===== config.mk =====
export PLATFORM = sky130hd
export DESIGN_NAME = proc_control
export DESIGN_NICKNAME = d
export VERILOG_FILES = /design/src/rtl/proc_pkg.sv /design/src/rtl/dec3to8.sv /design/src/rtl/proc_control.sv
export SDC_FILE = /design/constraint.sdc
export NUM_CORES = 1
export LEC_CHECK = 0
export CORE_MARGIN = 4
export CORE_UTILIZATION = 38
export CTS_BUF_LIST = sky130_fd_sc_hd__clkbuf_16
export DETAILED_ROUTE_END_ITERATION = 8
export GPL_ROUTABILITY_DRIVEN = 0
export PLACE_DENSITY = 0.77
export SLEW_MARGIN = 20
export SYNTH_ARGS = -nofsm -noshare
export SYNTH_HDL_FRONTEND = slang
export SYNTH_SLANG_ARGS = --single-unit

===== constraint.sdc =====
create_clock -name i_clock -period 2.1 [get_ports i_clock]
set_clock_uncertainty 0.15 [all_clocks]
set_input_delay 0.315 -clock i_clock [delete_from_list [all_inputs] [get_ports i_clock]]
set_output_delay 0.315 -clock i_clock [all_outputs]
set_load 0.01 [all_outputs]

===== src/rtl/proc_pkg.sv =====
// Shared definitions for the multicycle processor controller: register-file
// and instruction geometry, instruction field positions, opcode values and
// the time-step state encoding.
package proc_pkg;

  localparam int NUM_REGS = 8;
  localparam int IR_W     = 9;

  // Instruction fields: IR[8:6] opcode, IR[5:3] X, IR[2:0] Y
  localparam int OP_MSB = 8;
  localparam int OP_LSB = 6;
  localparam int X_MSB  = 5;
  localparam int X_LSB  = 3;
  localparam int Y_MSB  = 2;
  localparam int Y_LSB  = 0;

  typedef logic [2:0] opcode_t;

  localparam opcode_t OP_MV   = 3'b000;
  localparam opcode_t OP_MVI  = 3'b001;
  localparam opcode_t OP_ADD  = 3'b010;
  localparam opcode_t OP_SUB  = 3'b011;
  localparam opcode_t OP_LD   = 3'b100;
  localparam opcode_t OP_ST   = 3'b101;
  localparam opcode_t OP_MVNZ = 3'b110;
  localparam opcode_t OP_NOP  = 3'b111;

  typedef enum logic [1:0] {
    S_T0 = 2'd0,
    S_T1 = 2'd1,
    S_T2 = 2'd2,
    S_T3 = 2'd3
  } state_t;

endpackage


===== src/rtl/dec3to8.sv =====
// 3-bit binary to 8-bit one-hot decoder with enable.
// Ports:
//   i_en  in  1  enable; output is all zeros when low
//   i_w   in  3  binary register index
//   o_y   out 8  one-hot decode of i_w
module dec3to8 (
  input  logic       i_en,
  input  logic [2:0] i_w,
  output logic [7:0] o_y
);

  always_comb begin
    o_y = '0;
    if (i_en) begin
      o_y[i_w] = 1'b1;
    end
  end

endmodule


===== src/rtl/proc_control.sv =====
// Multicycle control FSM for the 16-bit datapath. Sequences time steps T0..T3,
// loads the instruction register in T0 and drives register-file enables,
// bus-source selects, ALU/memory strobes and Done from the decoded IR.
//
// state | meaning
// ------+------------------------------------------------------------
// S_T0  | idle / fetch: IRin follows Run, Run=1 starts an instruction
// S_T1  | first execute step (all ops; single-step ops finish here)
// S_T2  | second step: add/sub operand B, ld memory wait, st write
// S_T3  | final step for add/sub/ld: write result into Rx
//
// Ports:
//   i_clock   in  1         system clock, rising edge
//   i_resetn  in  1         async active-low reset; forces all outputs low
//   i_run     in  1         start next instruction (looked at in T0 only)
//   i_ir      in  IR_W      instruction register contents
//   i_g_zero  in  1         G register is zero (mvnz condition)
//   o_irin    out 1         instruction register load enable
//   o_rin     out NUM_REGS  one-hot register load enables
//   o_rout    out NUM_REGS  one-hot register-to-bus select
//   o_gout    out 1         G to bus
//   o_dinout  out 1         DIN to bus
//   o_ain     out 1         load A
//   o_gin     out 1         load G
//   o_addsub  out 1         0 = add, 1 = subtract
//   o_addrin  out 1         load address register
//   o_doutin  out 1         load data-out register
//   o_w_d     out 1         memory write strobe
//   o_done    out 1         high in the final step of each instruction
module proc_control
  import proc_pkg::*;
(
  input  logic                i_clock,
  input  logic                i_resetn,
  input  logic                i_run,
  input  logic [IR_W-1:0]     i_ir,
  input  logic                i_g_zero,
  output logic                o_irin,
  output logic [NUM_REGS-1:0] o_rin,
  output logic [NUM_REGS-1:0] o_rout,
  output logic                o_gout,
  output logic                o_dinout,
  output logic                o_ain,
  output logic                o_gin,
  output logic                o_addsub,
  output logic                o_addrin,
  output logic                o_doutin,
  output logic                o_w_d,
  output logic                o_done
);

  state_t              r_state;
  state_t              w_next;
  opcode_t             w_op;
  logic [NUM_REGS-1:0] w_x_oh;
  logic [NUM_REGS-1:0] w_y_oh;

  assign w_op = i_ir[OP_MSB:OP_LSB];

  // Decoders are gated by reset so register selects fall to zero with it.
  dec3to8 u_dec_x (
    .i_en (i_resetn),
    .i_w  (i_ir[X_MSB:X_LSB]),
    .o_y  (w_x_oh)
  );

  dec3to8 u_dec_y (
    .i_en (i_resetn),
    .i_w  (i_ir[Y_MSB:Y_LSB]),
    .o_y  (w_y_oh)
  );

  always_ff @(posedge i_clock or negedge i_resetn) begin
    if (!i_resetn) begin
      r_state <= S_T0;
    end else begin
      r_state <= w_next;
    end
  end

  always_comb begin
    w_next   = r_state;
    o_irin   = 1'b0;
    o_rin    = '0;
    o_rout   = '0;
    o_gout   = 1'b0;
    o_dinout = 1'b0;
    o_ain    = 1'b0;
    o_gin    = 1'b0;
    o_addsub = 1'b0;
    o_addrin = 1'b0;
    o_doutin = 1'b0;
    o_w_d    = 1'b0;
    o_done   = 1'b0;

    // While reset is held every output stays at its default of zero.
    if (i_resetn) begin
      case (r_state)
        S_T0: begin
          o_irin = i_run;
          if (i_run) begin
            w_next = S_T1;
          end
        end

        S_T1: begin
          w_next = S_T0;
          case (w_op)
            OP_MV: begin
              o_rout = w_y_oh;
              o_rin  = w_x_oh;
              o_done = 1'b1;
            end
            OP_MVI: begin
              o_dinout = 1'b1;
              o_rin    = w_x_oh;
              o_done   = 1'b1;
            end
            OP_ADD, OP_SUB: begin
              o_rout = w_x_oh;
              o_ain  = 1'b1;
              w_next = S_T2;
            end
            OP_LD, OP_ST: begin
              o_rout   = w_y_oh;
              o_addrin = 1'b1;
              w_next   = S_T2;
            end
            OP_MVNZ: begin
              // Done still pulses when the move is suppressed.
              if (!i_g_zero) begin
                o_rout = w_y_oh;
                o_rin  = w_x_oh;
              end
              o_done = 1'b1;
            end
            default: begin
              o_done = 1'b1;
            end
          endcase
        end

        S_T2: begin
          w_next = S_T0;
          case (w_op)
            OP_ADD, OP_SUB: begin
              o_rout   = w_y_oh;
              o_gin    = 1'b1;
              o_addsub = (w_op == OP_SUB);
              w_next   = S_T3;
            end
            OP_LD: begin
              w_next = S_T3;
            end
            OP_ST: begin
              o_rout   = w_x_oh;
              o_doutin = 1'b1;
              o_w_d    = 1'b1;
              o_done   = 1'b1;
            end
            default: begin
              w_next = S_T0;
            end
          endcase
        end

        S_T3: begin
          w_next = S_T0;
          case (w_op)
            OP_ADD, OP_SUB: begin
              o_gout = 1'b1;
              o_rin  = w_x_oh;
              o_done = 1'b1;
            end
            OP_LD: begin
              o_dinout = 1'b1;
              o_rin    = w_x_oh;
              o_done   = 1'b1;
            end
            default: begin
              w_next = S_T0;
            end
          endcase
        end

        default: begin
          w_next = S_T0;
        end
      endcase
    end
  end

endmodule


==> metrics.md, run 1 <==
| Metric | Value |
|---|---|
| Max clock buf depth | `2` |
| Number of global-route vias before repair | `1561` |
| Die area | `0.00308 mm^2` |
| Sequential share of power | `0.054` |
| Status | `complete, but fails checks` |
| Clk sinks | `2` |
| Row count | `16` |
| Drt via density | `6.84` |
| Reg2Reg Setup Slack | `-10 ps` |
| Largest registers | `r_state: 2 flops` |
| Mean post-synth cell area | `7.04 um^2` |
| # DRC | `0` |
| First-pass DRT Iterations | `5` |
| RR Endpoint | `r_state[1]` |
| Gate power share | `0.768` |
| CTS tree | `yes` |
| Worst-margin pin slew | `369 ps` |
| Area Growth Syn to Fin | `129%` |
| Crit path max fanout | `8` |
| Worst-path clk slew | `30 ps` |
| Post-Syn Area | `858 um^2` |
| Number of flip-flops under the largest register name | `2` |
| Global-route wire length before repair | `7750 um` |
| Critical path data required time | `1630 ps` |
| Nets | `235` |
| Time the worst path needs with I/O delays and setup | `2400 ps` |
| Detail Route Antenna Nets | `0` |
| Die Y | `55.5 um` |
| Fraction of layout cells with a size suffix above 1 | `0.633` |
| Final worst slack | `-298 ps` |
| Critical Path AT | `1930 ps` |
| Root buffer cell | `clkbuf_16` |
| Inst Count DP | `224` |
| Crit end category | `primary output` |
| Largest net degree at the start of global routing | `13` |
| Synth unique cells | `38` |
| PwrDens | `834 mW/mm^2` |
| Top reg by flops | `r_state` |
| Slew headroom | `0.752` |
| Final WL | `6150 um` |
| Sw frac | `0.434` |
| Core Footprint | `0.00206 mm^2` |
| Clock group share of total power | `0.178` |
| Fin. Hold Viols | `0` |
| Worst IR Drop VDD | `0.00144 V` |
| Post-route insts no fill | `242` |
| Hold WC Path Type | `input port to asynchronous set/reset pin` |
| Max Slew Vio Count | `0` |
| RSZ-0062 raised after global routing | `true` |
| Hold buffer count at cts | `0` |
| Initial Utilization | `0.416` |
| Fmax | `417 MHz` |
| Register area share after synthesis | `0.0583` |
| Startpoint Class | `flop` |
| Crit Path Class | `flop to primary output` |
| Initial antenna violation count | `0` |
| Max-cap violations | `0` |
| Largest area contributor in the netlist | `a32oi_1` |
| Vias | `1656` |
| Global route hottest layer | `met2` |
| Crit path to | `o_rout[7]` |
| Largest cells by area after synthesis | `a32oi_1, ha_1, o22ai_1` |
| Final setup violation count | `18` |
| Synth top area share | `0.0816` |
| Gr ovfl total | `0` |
| Buffers added on ports | `38` |
| Met2 Use GR | `0.551` |
| GR Util met1 | `0.338` |
| CP startpoint | `r_state[1]` |
| Violated checks | `negative setup slack` |
| 1st-iter DRT viols | `151` |
| Period utilisation layout | `1.14` |
| # diodes | `0` |
| WL per Instance | `25.4 um` |
| Setup TNS | `-3420 ps` |
| GR Util All Layers | `0.315` |
| R2r worst-path depth | `9` |
| Pint | `928 uW` |
| Met3 Use GR | `0.0583` |
| Synth Instances | `122` |
| Synth Register Bits | `2` |
| Worst-Skew Late Latency | `220 ps` |
| Post-DP HPWL | `2820 um` |
| Syn Nets | `140` |
| Sw Pwr | `711 uW` |
| TritonCTS buffer count | `3` |
| R2r startpoint | `r_state[0]` |
| Die X | `55.5 um` |
| IO Count | `39` |
| Leakage | `0.899 nW` |
| H-tree Lvls | `1` |
| Yosys warns | `0` |
synthesized netlist by cell type:
| master | instances |
|---|---|
| a311oi_1 | 1 |
| o211ai_2 | 1 |
| a32oi_1 | 8 |
| buf_6 | 1 |
| clkbuf_1 | 5 |
| nand3_4 | 1 |
| and2_1 | 3 |
| nor2_1 | 12 |
| nand3b_1 | 3 |
| o21ai_0 | 3 |
| nor3b_1 | 2 |
| nor3_1 | 3 |
| o32a_1 | 2 |
| a2111oi_4 | 1 |
| dfrtp_1 | 2 |
| nor4_1 | 1 |
| a2bb2oi_1 | 1 |
| buf_4 | 1 |
| nand2_1 | 10 |
| inv_1 | 7 |
| a21oi_1 | 5 |
| o221ai_1 | 1 |
| buf_2 | 2 |
| o22ai_1 | 9 |
| nand3_1 | 2 |
| o21a_1 | 1 |
| and4_2 | 2 |
| nor2b_1 | 4 |
| inv_2 | 1 |
| o22a_1 | 1 |
| nand2b_1 | 6 |
| and3_1 | 5 |
| nand2b_4 | 1 |
| nand4_1 | 1 |
| nor2_2 | 1 |
| a22oi_1 | 6 |
| o311ai_4 | 1 |
| ha_1 | 5 |
worst min path at each step:
| stage | to | from | slack, ps | cells after the start |
|---|---|---|---|---|
| CTS | r_state[1] | i_resetn | 60 | 2 |
| detailed placement | r_state[1] | r_state[1] | 460 | 3 |
| finish | r_state[1] | i_resetn | 90 | 2 |
| floorplan | r_state[0] | i_resetn | -130 | 0 |
| global route | r_state[1] | i_resetn | 90 | 2 |
| global placement | r_state[1] | r_state[1] | 420 | 3 |
cells by family (layout without fill, tap and decap cells):
family | Yosys count | in the layout | synth area share
simple gates | 57 | 57 | 0.382
buf+inv | 17 | 110 | 0.0904
compound gates | 41 | 41 | 0.397
fa+ha+maj | 5 | 5 | 0.0729
flops | 2 | 2 | 0.0583
routing by layer:
| layer | up-vias | part of all wire |
|---|---|---|
| li1 | 664 | - |
| met1 | 754 | 0.34 |
| met2 | 169 | 0.45 |
| met3 | 69 | 0.11 |
| met4 | 0 | 0.099 |
| met5 | - | 0 |
critical path: stages, from the launching register on:
cell and delay (ps):
dfrtp_1 380, inv_2 80, buf_4 130, buf_6 110
ha_4 270, nand4_1 130, buf_6 190, o22ai_2 210
buf_2 200
through the flow:
stage                     total power, mW   util  hold WS (ps)  area [um^2]  worst slack, ps
after global placement              0.722  0.763           419         1570             -681
after CTS                            1.32  0.887          59.6         1830             -165
after floorplan                     0.412      -          -131          861             8.67
after global routing                 1.70  0.953          89.0         1970             -315
final                                1.64  0.953          87.5         1970             -298
after detailed placement            0.760  0.763           464         1570             -773
power by group through the flow:
stage | clock network, mW | logic (mW) | registers (mW)
5_1_grt | 0.303 | 1.31 | 0.0893
3_3_place_gp | 0 | 0.654 | 0.0677
3_5_place_dp | 0 | 0.689 | 0.0707
4_1_cts | 0.294 | 0.943 | 0.0800
6_report | 0.293 | 1.26 | 0.0879
2_1_floorplan | 0 | 0.342 | 0.0701
cells in the final DEF, fill, tap and decap left out, types with 4 or more instances in the layout:
master         Yosys  routed
clkbuf_2           0       4
buf_4              1      46
nand2_1           10       8
buf_6              1      15
dlygate4sd2_1      0       8
inv_1              7       5
a21oi_1            5       4
ha_4               0       4
a32oi_1            8       7
nand2b_1           6       5
o22ai_2            0       8
buf_2              2      18
nor2_1            12       9
cell type report:
type | instances | area (um^2)
clock buffers | 3 | 75.1
fillers | 54 | 96.3
inverters | 8 | 35.0
multi-input cells | 103 | 982
flip-flops and latches | 2 | 51.3
well taps | 27 | 33.8
repair buffers | 99 | 788
timing repair:
action                     in CTS  in global routing
hold endpoints to repair        0                  0
buffers inserted                7                  8
cloned                          1                  0
setup endpoints to repair      26                 23
pin swaps                      13                 13
resized for setup             138                 37
No activity file was read; power rests on OpenSTA's default activity.
==> run 2, diff against run 1 <==
CORE_MARGIN = 2   (was 4)
==> metrics.md, run 2 (synthesis results as in run 1) <==
| Metric | Value |
|---|---|
| Area Growth Syn to Fin | `134% (was 129%)` |
| Status | `complete, but fails checks (unchanged)` |
| Fillers | `79 (was 54)` |
| Top reg by flops | `r_state (unchanged)` |
| Startpoint Class | `flop (unchanged)` |
| Sequential share of power | `0.055 (was 0.054)` |
| Violated checks | `negative setup slack (unchanged)` |
| Worst-Skew Late Latency | `220 ps (about the same)` |
| First-pass DRT Iterations | `6 (was 5)` |
| R2r startpoint | `r_state[0] (unchanged)` |
| Gr ovfl total | `0 (unchanged)` |
| Final setup violation count | `21 (was 18)` |
| IO Count | `39 (unchanged)` |
| Final WL | `5280 um (was 6150 um)` |
| Critical path data required time | `1630 ps (about the same)` |
| Number of flip-flops under the largest register name | `2 (unchanged)` |
| Gate power share | `0.760 (was 0.768)` |
| RR Endpoint | `r_state[1] (unchanged)` |
| Fmax | `432 MHz (was 417 MHz)` |
| Sw frac | `0.435 (was 0.434)` |
| GR Util All Layers | `0.300 (was 0.315)` |
| Clk sinks | `2 (unchanged)` |
| Drt via density | `6.72 (was 6.84)` |
| Crit Path Class | `flop to primary output (unchanged)` |
| RSZ-0062 raised after global routing | `true (unchanged)` |
| Worst-margin pin slew | `396 ps (was 369 ps)` |
| Clock group share of total power | `0.185 (was 0.178)` |
| Worst-path clk slew | `30 ps (about the same)` |
| Core Footprint | `0.00217 mm^2 (was 0.00206 mm^2)` |
| Sw Pwr | `671 uW (was 711 uW)` |
| Fraction of layout cells with a size suffix above 1 | `0.673 (was 0.633)` |
| Time the worst path needs with I/O delays and setup | `2310 ps (was 2400 ps)` |
| Die Y | `51.5 um (was 55.5 um)` |
| Largest registers | `r_state: 2 flops (unchanged)` |
| Initial Utilization | `0.396 (was 0.416)` |
| Buffers added on ports | `38 (unchanged)` |
| Final worst slack | `-214 ps (was -298 ps)` |
| Die X | `51.5 um (was 55.5 um)` |
| Vias | `1565 (was 1656)` |
| Root buffer cell | `clkbuf_16 (unchanged)` |
| TritonCTS buffer count | `3 (unchanged)` |
| Period utilisation layout | `1.10 (was 1.14)` |
| Worst IR Drop VDD | `0.00110 V (was 0.00144 V)` |
| Fin. Hold Viols | `0 (unchanged)` |
| Pint | `872 uW (was 928 uW)` |
| Area of the multi-input gates | `0.00107 mm^2 (was 982 um^2)` |
| Most frequent cells in the layout | `buf_4, buf_6, buf_2 (was buf_4, buf_2, buf_6)` |
| Max clock buf depth | `2 (unchanged)` |
| H-tree Lvls | `1 (unchanged)` |
| Commonest non-fill, non-tap cell in the layout | `buf_4 (unchanged)` |
| 1st-iter DRT viols | `83 (was 151)` |
| Crit path max fanout | `8 (unchanged)` |
| Reg area | `51.3 um^2 (unchanged)` |
| Max-cap violations | `0 (unchanged)` |
| Nets | `225 (was 235)` |
| Reg2Reg Setup Slack | `140 ps (was -10 ps)` |
| Max Slew Vio Count | `0 (unchanged)` |
| Crit end category | `primary output (unchanged)` |
| Setup TNS | `-3120 ps (was -3420 ps)` |
| Hold WC Path Type | `input port to asynchronous set/reset pin (unchanged)` |
| PwrDens | `768 mW/mm^2 (was 834 mW/mm^2)` |
| Slew headroom | `0.733 (was 0.752)` |
| Largest net degree at the start of global routing | `12 (was 13)` |
| Final hold slack | `337 ps (was 87.5 ps)` |
| Leakage | `0.903 nW (was 0.899 nW)` |
| Die area | `0.00265 mm^2 (was 0.00308 mm^2)` |
| R2r worst-path depth | `9 (unchanged)` |
| # DRC | `0 (unchanged)` |
| Inst Count DP | `222 (was 224)` |
| Row count | `17 (was 16)` |
| WL per Instance | `22.7 um (was 25.4 um)` |
| Initial antenna violation count | `0 (unchanged)` |
| Pwr Total | `1.54 mW (was 1.64 mW)` |
| Global-route wire length before repair | `6040 um (was 7750 um)` |
| Detail Route Antenna Nets | `0 (unchanged)` |
| Number of global-route vias before repair | `1341 (was 1561)` |
| Critical Path AT | `1850 ps (was 1930 ps)` |
| Post-route insts no fill | `233 (was 242)` |
| # diodes | `0 (unchanged)` |
| Post-DP HPWL | `2570 um (was 2820 um)` |
| CTS tree | `yes (unchanged)` |
[run 2: changes by cell type in the layout (fill, tap and decap cells not counted), moves of 2 or more]
cell / previous run / this run
buf_4: 46 / 31
buf_6: 15 / 25
a32oi_1: 7 / 3
a32oi_2: 1 / 5
buf_2: 18 / 15
nor2_4: 2 / 5
a22oi_1: 3 / 1
a22oi_2: 3 / 5
and2_1: 3 / 1
and2_4: 0 / 2
clkbuf_2: 4 / 2
clkdlybuf4s15_1: 2 / 0
dlygate4sd2_1: 8 / 10
dlymetal6s2s_1: 1 / 3
[run 2: worst max path at each step]
stage               slack, ps  startpoint  cells past startpoint         to
floorplan                   9  r_state[1]                      6   o_rin[7]
global placement         -660     i_ir[7]                      6  o_rout[0]
detailed placement       -720     i_ir[7]                      6  o_rout[3]
CTS                      -150  r_state[0]                      9     o_done
global route             -270  r_state[1]                      8   o_rin[0]
finish                   -210  r_state[1]                      8  o_rout[0]
[run 2: timing repair]
item                       4_1_cts  5_1_grt
hold buffers                     0        0
setup endpoints to repair       26       23
setup buffers                    3        6
pin swaps                       15       22
cloned                           0        1
resized for setup              137       63
[run 2: power groups by stage]
stage | registers, mW | clock network (mW) | logic [mW]
after floorplan | 0.0701 | 0 | 0.342
after global placement | 0.0690 | 0 | 0.701
after detailed placement | 0.0694 | 0 | 0.722
after CTS | 0.0759 | 0.289 | 0.847
after global routing | 0.0845 | 0.297 | 1.23
final | 0.0850 | 0.286 | 1.17
[run 2: through the flow]
stage | worst slack [ps] | utilization | cell area, um^2
final | -214 | 0.926 | 2010
after detailed placement | -715 | 0.715 | 1550
after global routing | -270 | 0.926 | 2010
after global placement | -657 | 0.715 | 1550
after floorplan | 8.67 | - | 861
after CTS | -147 | 0.785 | 1700
[run 2: cell type report]
class                           instances  share of cell area
Sequential cell                         2              0.0255
Tap cell                               28              0.0174
Timing Repair Buffer                   88               0.370
Inverter                                8              0.0187
Clock buffer                            3              0.0374
Multi-Input combinational cell        104               0.531
[run 2: worst max-delay path, stage by stage (launching register included)]
cell and delay [ps]:
dfrtp_1 410, inv_2 120, ha_4 170, buf_6 100, buf_6 110, nand4_1 160, buf_6 210, o22ai_2 180
buf_2 160
[run 2: routing by layer]
metal  GRT usage  part of all wire  vias up
li1            -                 -      645
met1       0.319              0.33      714
met2       0.564              0.50      148
met3      0.0517             0.088       58
met4       0.145             0.074        0
met5           0                 0        -
